## src/rtl/shifter_rr_arbiter.sv

```systemverilog
// ============================================================================
// Module   : shifter_rr_arbiter
// Purpose  : Two-requester round-robin front end sharing one 32-bit rotator,
//            with a single-entry registered result carrying the requester ID.
//            Optional per-channel saturating grant counters: SHARB_STATS_EN.
// Revision : 1.0
// ============================================================================
`default_nettype none

module shifter_rr_arbiter #(
  parameter int CNT_W     = 16,
  parameter bit INIT_PRIO = 1'b0
) (
  input  logic             clk,
  input  logic             rst,
`ifdef SHARB_STATS_EN
  input  logic             stats_clr,
  output logic [CNT_W-1:0] grant_cnt0,
  output logic [CNT_W-1:0] grant_cnt1,
`endif
  input  logic             req0_valid,
  output logic             req0_ready,
  input  logic [31:0]      req0_a,
  input  logic [4:0]       req0_amt,
  input  logic             req0_lr,
  input  logic             req1_valid,
  output logic             req1_ready,
  input  logic [31:0]      req1_a,
  input  logic [4:0]       req1_amt,
  input  logic             req1_lr,
  output logic             out_valid,
  input  logic             out_ready,
  output logic [31:0]      out_y,
  output logic             out_id
);

  // Rotating a doubled word keeps every bit; amt=0 falls out naturally.
  function automatic logic [31:0] rotate32(input logic [31:0] a,
                                           input logic [4:0]  amt,
                                           input logic        lr);
    logic [63:0] dbl;
    logic [63:0] sh;
    dbl = {a, a};
    if (lr) begin
      sh = dbl << amt;
      return sh[63:32];
    end else begin
      sh = dbl >> amt;
      return sh[31:0];
    end
  endfunction

  logic        out_valid_q, out_valid_d;
  logic [31:0] out_y_q,     out_y_d;
  logic        out_id_q,    out_id_d;
  logic        last_q,      last_d;

  logic        w_can_accept;
  logic        w_any_valid;
  logic        w_grant_id;
  logic        w_xfer;
  logic [31:0] w_sel_a;
  logic [4:0]  w_sel_amt;
  logic        w_sel_lr;

  assign w_can_accept = ~out_valid_q | out_ready;
  assign w_any_valid  = req0_valid | req1_valid;
  // On contention the channel that did not win last time goes next.
  assign w_grant_id   = (req0_valid & req1_valid) ? ~last_q : req1_valid;
  assign w_xfer       = ~rst & w_can_accept & w_any_valid;

  assign req0_ready = w_xfer & ~w_grant_id;
  assign req1_ready = w_xfer &  w_grant_id;

  assign w_sel_a   = w_grant_id ? req1_a   : req0_a;
  assign w_sel_amt = w_grant_id ? req1_amt : req0_amt;
  assign w_sel_lr  = w_grant_id ? req1_lr  : req0_lr;

  always_comb begin
    out_valid_d = out_valid_q;
    out_y_d     = out_y_q;
    out_id_d    = out_id_q;
    last_d      = last_q;
    if (w_xfer) begin
      out_valid_d = 1'b1;
      out_y_d     = rotate32(w_sel_a, w_sel_amt, w_sel_lr);
      out_id_d    = w_grant_id;
      last_d      = w_grant_id;
    end else if (out_ready) begin
      out_valid_d = 1'b0;
    end
  end

  always_ff @(posedge clk) begin
    if (rst) begin
      out_valid_q <= 1'b0;
      out_y_q     <= 32'd0;
      out_id_q    <= 1'b0;
      last_q      <= ~INIT_PRIO;
    end else begin
      out_valid_q <= out_valid_d;
      out_y_q     <= out_y_d;
      out_id_q    <= out_id_d;
      last_q      <= last_d;
    end
  end

  assign out_valid = out_valid_q;
  assign out_y     = out_y_q;
  assign out_id    = out_id_q;

`ifdef SHARB_STATS_EN
  logic [CNT_W-1:0] cnt0_q, cnt0_d;
  logic [CNT_W-1:0] cnt1_q, cnt1_d;

  // Clear wins over a same-cycle increment; counters stick at all-ones.
  always_comb begin
    cnt0_d = cnt0_q;
    cnt1_d = cnt1_q;
    if (stats_clr) begin
      cnt0_d = '0;
      cnt1_d = '0;
    end else begin
      if (req0_valid & req0_ready & ~(&cnt0_q)) cnt0_d = cnt0_q + 1'b1;
      if (req1_valid & req1_ready & ~(&cnt1_q)) cnt1_d = cnt1_q + 1'b1;
    end
  end

  always_ff @(posedge clk) begin
    if (rst) begin
      cnt0_q <= '0;
      cnt1_q <= '0;
    end else begin
      cnt0_q <= cnt0_d;
      cnt1_q <= cnt1_d;
    end
  end

  assign grant_cnt0 = cnt0_q;
  assign grant_cnt1 = cnt1_q;
`else
  logic [CNT_W-1:0] w_cnt_unused;
  assign w_cnt_unused = '0;
`endif

endmodule

`default_nettype wire

```

## config.mk

```make
export PLATFORM = sky130hd
export DESIGN_NAME = shifter_rr_arbiter
export DESIGN_NICKNAME = d
export VERILOG_FILES = /design/src/rtl/shifter_rr_arbiter.sv
export SDC_FILE = /design/constraint.sdc
export NUM_CORES = 1
export LEC_CHECK = 0
export CORE_ASPECT_RATIO = 0.5
export CORE_UTILIZATION = 30
export DETAILED_ROUTE_END_ITERATION = 10
export PLACE_DENSITY_LB_ADDON = 0.3
export SETUP_SLACK_MARGIN = 0.3
export SLEW_MARGIN = 20
export SYNTH_ARGS = -nofsm -noshare
export SYNTH_HDL_FRONTEND = slang
export SYNTH_SLANG_ARGS = --single-unit
```

## constraint.sdc

```tcl
create_clock -name clk -period 2.95 [get_ports clk]
set_input_delay 0.59 -clock clk [delete_from_list [all_inputs] [get_ports clk]]
set_output_delay 0.59 -clock clk [all_outputs]
set_load 0.01 [all_outputs]
```

==> results of run 1 <==
==> through the flow <==
step / util / hold slack (ns)
after floorplan: - / 0.481
after global placement: 0.471 / 0.456
after detailed placement: 0.471 / 0.464
after CTS: 0.492 / 0.477
after global routing: 0.511 / 0.498
final: 0.511 / 0.467
==> repair_timing <==
| item | CTS | global route |
|---|---|---|
| gates cloned | 1 | 2 |
| hold buffers | 0 | 0 |
| setup buffers | 7 | 10 |
| setup endpoints to repair | 34 | 31 |
| pin swaps | 10 | 13 |
| resized for setup | 109 | 97 |
==> synth_stat cells (7+ instances only) <==
cell type	number	share of area
dfxtp_1	35	0.098
a221o_1	8	0.011
a21oi_1	50	0.035
o211ai_1	14	0.015
nand3_1	14	0.0098
buf_2	33	0.023
o22a_1	7	0.0086
o221ai_1	11	0.013
nor2_1	44	0.023
a211oi_1	9	0.0095
mux2_2	42	0.066
a31oi_1	8	0.0070
a22oi_1	22	0.023
and2_1	9	0.0079
buf_4	18	0.019
nor3_1	16	0.011
clkbuf_1	24	0.013
nand2_1	85	0.045
o22ai_1	27	0.024
o21ai_0	46	0.032
mux4_2	61	0.19
mux2i_1	162	0.23
a221oi_1	8	0.0098
==> power by group <==
group	leakage (nW)	internal [mW]	switching [mW]
Sequential	0.291	0.565	0.0630
Clock	0.0772	0.360	0.211
Combinational	4.84	1.46	1.53
Total	5.21	2.38	1.80
==> cells by family after synthesis <==
kind of cell           after synthesis  share of synthesized area
AOI/OAI and AO/OA                  260                      0.250
buffers and inverters               84                     0.0615
DFF                                 35                     0.0980
muxes                              265                      0.485
and+or+nand+nor                    178                      0.105
==> cell type report <==
type	instances	share of cell area
clock buffers	8	0.0132
well taps	307	0.0325
diodes	1	0.000212
flip-flops and latches	35	0.0594
inverters	5	0.00159
repair buffers	445	0.338
multi-input cells	704	0.555
==> layer usage <==
metal  vias to the layer above  track usage  part of all wire
met4                         0       0.0446             0.013
li1                       4071            -                 -
met5                         -            0                 0
met2                       449        0.436              0.42
met1                      4469        0.467              0.47
met3                        34       0.0683             0.095
==> worst register-to-register path, cell delays in order (launching register included) <==
cell and delay [ns]:
dfxtp_1 0.37, a21boi_4 0.19, buf_12 0.16, mux2i_4 0.31, buf_6 0.19, mux2_4 0.31, mux4_2 0.52, a22o_1 0.22
a21oi_2 0.12, o211ai_1 0.10
==> worst paths after layout <==
| path | slack (ns) | cells after the start | start | to |
|---|---|---|---|---|
| worst max-delay path | 0.32 | 11 | req0_amt[1] | out_y[10] |
| worst min-delay path | 0.47 | 2 | out_y[24] | out_y[24] |
| worst max register to register | 0.33 | 9 | last_q | out_y[7] |
| worst min register to register | 0.47 | 2 | out_y[24] | out_y[24] |
==> state kept, by name, indices dropped and copies added, names as in the netlist <==
register	count
out_id	1
out_y	32
last_q	1
out_valid	1
==> metrics.cfg, run 1 <==
[status]
violations=design-rule violations
status=finished with violations

[final_layout]
final_nets=1277
regArea_um2=701
instances_no_fill=1505
final_common_cell=buf_4
fin_area_mm2=0.0118
num-fill-cells=2185
multi_input_area_mm2=0.00656
syn2layout_area_growth_pct=65.2
drive_above_1_share=0.454
layout_common_cells=buf_4, mux2i_1, nand2_1

[cts]
path_clk_slew_ns=0.06
worstSkewPairLatency_ns=0.28
cts_root_buf=clkbuf_16
cts_max_level=2
clock_path_buffers=2
tritoncts=done
cts_made_buffers=5
clkSinkCount=35

[floorplanning]
dieArea_mm2=0.0245
floorplan.initialDensity=0.310
coreArea_mm2=0.0231
die_y_um=111
ios=117
fp-row-count=39
die_x_um=220

[drt]
dr.pass1.iters=11
viasPerCell=6.00
routed_wl_mm=38.2
dr_total_vias=9023
drtAntennaViolNets=0
wire_per_inst_um=25.4
drtIter0Drc=1077
drc_errors=6

[critical_path]
cpMostUsedCell=buf_4
arrival_ns=2.80
end_kind=flop
cp_slowest_stage_delay_ns=0.51
path_max_fanout=20
critPathKind=in -> reg
worstPathRequired_ns=3.12
critical_path.startpoint_type=primary input
crit_chain=buf_4 -> buf_12 -> buf_4 -> mux4_2 -> mux2i_2 -> buf_4 -> nand2_1 -> o21a_1 -> mux2i_1 -> nor2_1 -> or3_1
path_buf_inv=4
slowest_stage=mux4_2
crit_family=multiplexers

[synthesis]
synth_fp_nets=903
netlist_area_mm2=0.00715
synth_edf_count=0
syn-instance-count=822
yosys_warnings=0
syn_area_per_cell_um2=8.69
async_flop_share=0
ys_ff_latch=35
synth_flop_cell=dfxtp_1
ys_seq_area_frac=0.0980
ys_types=48

[sta]
fin_crit_ns=2.63
setup-violations-final=0
worst_slew_pin_slew_ns=0.472
clock.fmax_mhz=380
setup_ws_ns=0.318
slew_violations=0
fin_crit_sh=0.892
finalHoldViolCount=0
rsz0062_at_grt=true
tns_ns=0
fin_worst_skew_ns=0.00371
max_slew_margin=0.683

[run]
maxCapViolations=0

[pwr]
peakVddDrop_mv=0.199
power.density_mw_per_mm2=354
p_leak_nw=5.21
total_power_mw=4.18

[placement]
place.port_buffers=116
dpl.hpwl_mm=31.5
post-place-ws_ns=-0.476
dpl-instance-area_mm2=0.0109
gp_congestion=1.00
place_inst=1476

[global_routing]
grt_pass1_vias=8571
grt_first_pass_wirelength_mm=56.0
antenna_found_initial=1
grt_max_degree=32
grt_overflow=0
grt_usage=0.306

[worst_hold_path]
hp-class=reg -> reg

Power figures use the tool's default switching activity.
==> run 2, diff against run 1 <==
- CORE_MARGIN: unset -> 1
- PLACE_DENSITY: unset -> 0.58
- PLACE_DENSITY_LB_ADDON: 0.3 -> unset
- clock period: 2.95 -> 2.91 ns (I/O delays scaled with it)
==> metrics.cfg, run 2 (same netlist as run 1, synthesis figures left out) <==
[sta]
max_slew_margin=0.645  ; -0.0384
slew_violations=0  ; unchanged
fin_crit_sh=0.903
setup_ws_ns=0.282  ; -0.0361 ns
clock.fmax_mhz=380
fin_crit_ns=2.63
setup-violations-final=0  ; unchanged
rsz0062_at_grt=true
worst_slew_pin_slew_ns=0.533  ; +0.0613 ns
finalHoldViolCount=0  ; unchanged
tns_ns=0  ; unchanged
fin_worst_skew_ns=0.00533  ; +0.00162 ns
holdWs_ns=0.472  ; +0.00523 ns

[cts]
hold_buffers=0  ; unchanged
tritoncts=done
worstSkewPairLatency_ns=0.28  ; about the same
cts_max_level=2  ; unchanged
clock_path_buffers=2  ; unchanged
path_clk_slew_ns=0.06  ; about the same
cts_root_buf=clkbuf_16
cts_made_buffers=5  ; unchanged
clkSinkCount=35  ; unchanged

[pwr]
total_power_mw=4.20  ; +0.37%
power.density_mw_per_mm2=354  ; -0.10%
p_leak_nw=5.15  ; -1.2%
peakVddDrop_mv=0.169  ; -15%

[placement]
place.port_buffers=116  ; unchanged
dpl.hpwl_mm=30.6  ; -2.9%
gp_congestion=1.03  ; +3.1%
post-place-ws_ns=-0.610  ; -0.135 ns

[worst_hold_path]
hp-class=reg -> reg

[critical_path]
worstPathRequired_ns=3.10  ; -0.02 ns
arrival_ns=2.82  ; +0.02 ns
cp_slowest_stage_delay_ns=0.32  ; -0.19 ns
crit_chain=buf_6 -> buf_4 -> a21bo_4 -> bufbuf_16 -> o21ai_0 -> a21oi_1 -> buf_4 -> nor2_1 -> a21oi_1 -> o22ai_1 -> a211oi_1
end_kind=flop
critical_path.startpoint_type=primary input
slowest_stage=a21oi_1
critPathKind=in -> reg
path_max_fanout=14  ; -30%
ff2ff_setup_slack_ns=0.39  ; +0.06 ns

[drt]
drtAntennaViolNets=0  ; unchanged
drtIter0Drc=950  ; -12%
viasPerCell=5.97  ; -0.42%
dr_total_vias=8931  ; -1.0%
drc_errors=2  ; -4
wire_per_inst_um=25.0  ; -1.6%
dr.pass1.iters=9  ; -2
routed_wl_mm=37.3  ; -2.2%

[global_routing]
grt_overflow=0  ; unchanged
grt_use_met1=0.433  ; -0.0343
grt_max_degree=32  ; unchanged
grt_pass1_vias=8623  ; +0.61%
grt_first_pass_wirelength_mm=54.6  ; -2.5%
gr-usage-met3=0.0886  ; +0.0203
grt_usage=0.299  ; -0.00629
use_met2=0.428  ; -0.00794
grt.busiest_layer=met1
antenna_found_initial=0  ; -1

[floorplanning]
die_y_um=111  ; unchanged
ios=117  ; unchanged
coreArea_mm2=0.0231  ; unchanged
floorplan.initialDensity=0.310  ; unchanged
die_x_um=220  ; unchanged
dieArea_mm2=0.0245  ; unchanged
fp-row-count=39  ; unchanged

[final_layout]
n_antenna_cell=0  ; -1
layout_common_cells=buf_4, mux2i_1, nand2_1
final_nets=1269  ; -0.63%
largest_reg_flops=32  ; unchanged
drive_above_1_share=0.457  ; +0.00305
syn2layout_area_growth_pct=66.0
final_common_cell=buf_4
final_util=0.514  ; +0.00244

[status]
status=finished with violations
violations=design-rule violations

[run]
maxCapViolations=0  ; unchanged

run 2: area by class of cell:
cell class | count | area [um^2]
multi-input cells | 704 | 6680
clock buffers | 7 | 133
fillers | 2177 | 11200
clock inverters | 1 | 5.00
well taps | 307 | 384
repair buffers | 437 | 3940
flip-flops and latches | 35 | 702
inverters | 5 | 18.8
run 2: final timing paths:
kind         depth (start not counted)         to        from
max                                 11  out_y[14]  req1_valid
min                                  2  out_y[24]   out_y[24]
max reg2reg                         11  out_y[11]      last_q
min reg2reg                          2  out_y[24]   out_y[24]
run 2: routing by layer:
layer / wire length [um] / vias up / share of wire
li1: - / 4054 / -
met1: 16900 / 4354 / 0.45
met2: 15600 / 476 / 0.42
met3: 4120 / 47 / 0.11
met4: 766 / 0 / 0.021
met5: 0 / - / 0
run 2: critical path: cells and delay by family:
family / cells / cell delay, ns
simple gates: 1 / 0.07
buf+inv: 4 / 0.71
compound gates: 6 / 1.45
run 2: power by group:
part | internal (mW) | switching, mW
Clock | 0.317 | 0.210
Combinational | 1.50 | 1.54
Sequential | 0.573 | 0.0604
run 2: metrics by stage:
stage / instance area [um^2] / std cells
detailed placement: 10700 / 1454
CTS: 11300 / 1475
finish: 11900 / 1496
floorplan: 7170 / 822
global route: 11900 / 1496
global placement: 10700 / 1454
run 2: repair_timing:
item,in CTS,in global routing
setup buffers,11,19
gates cloned,2,2
gates resized for setup,146,92
pin swaps,16,14
endpoints found under the setup margin,34,32
==> run 3, diff against run 2 <==
- CAP_MARGIN: unset -> 20
- SLEW_MARGIN: 20 -> unset
==> results of run 3 <==
Final layout, timing and power as in run 2 (identical DEF).
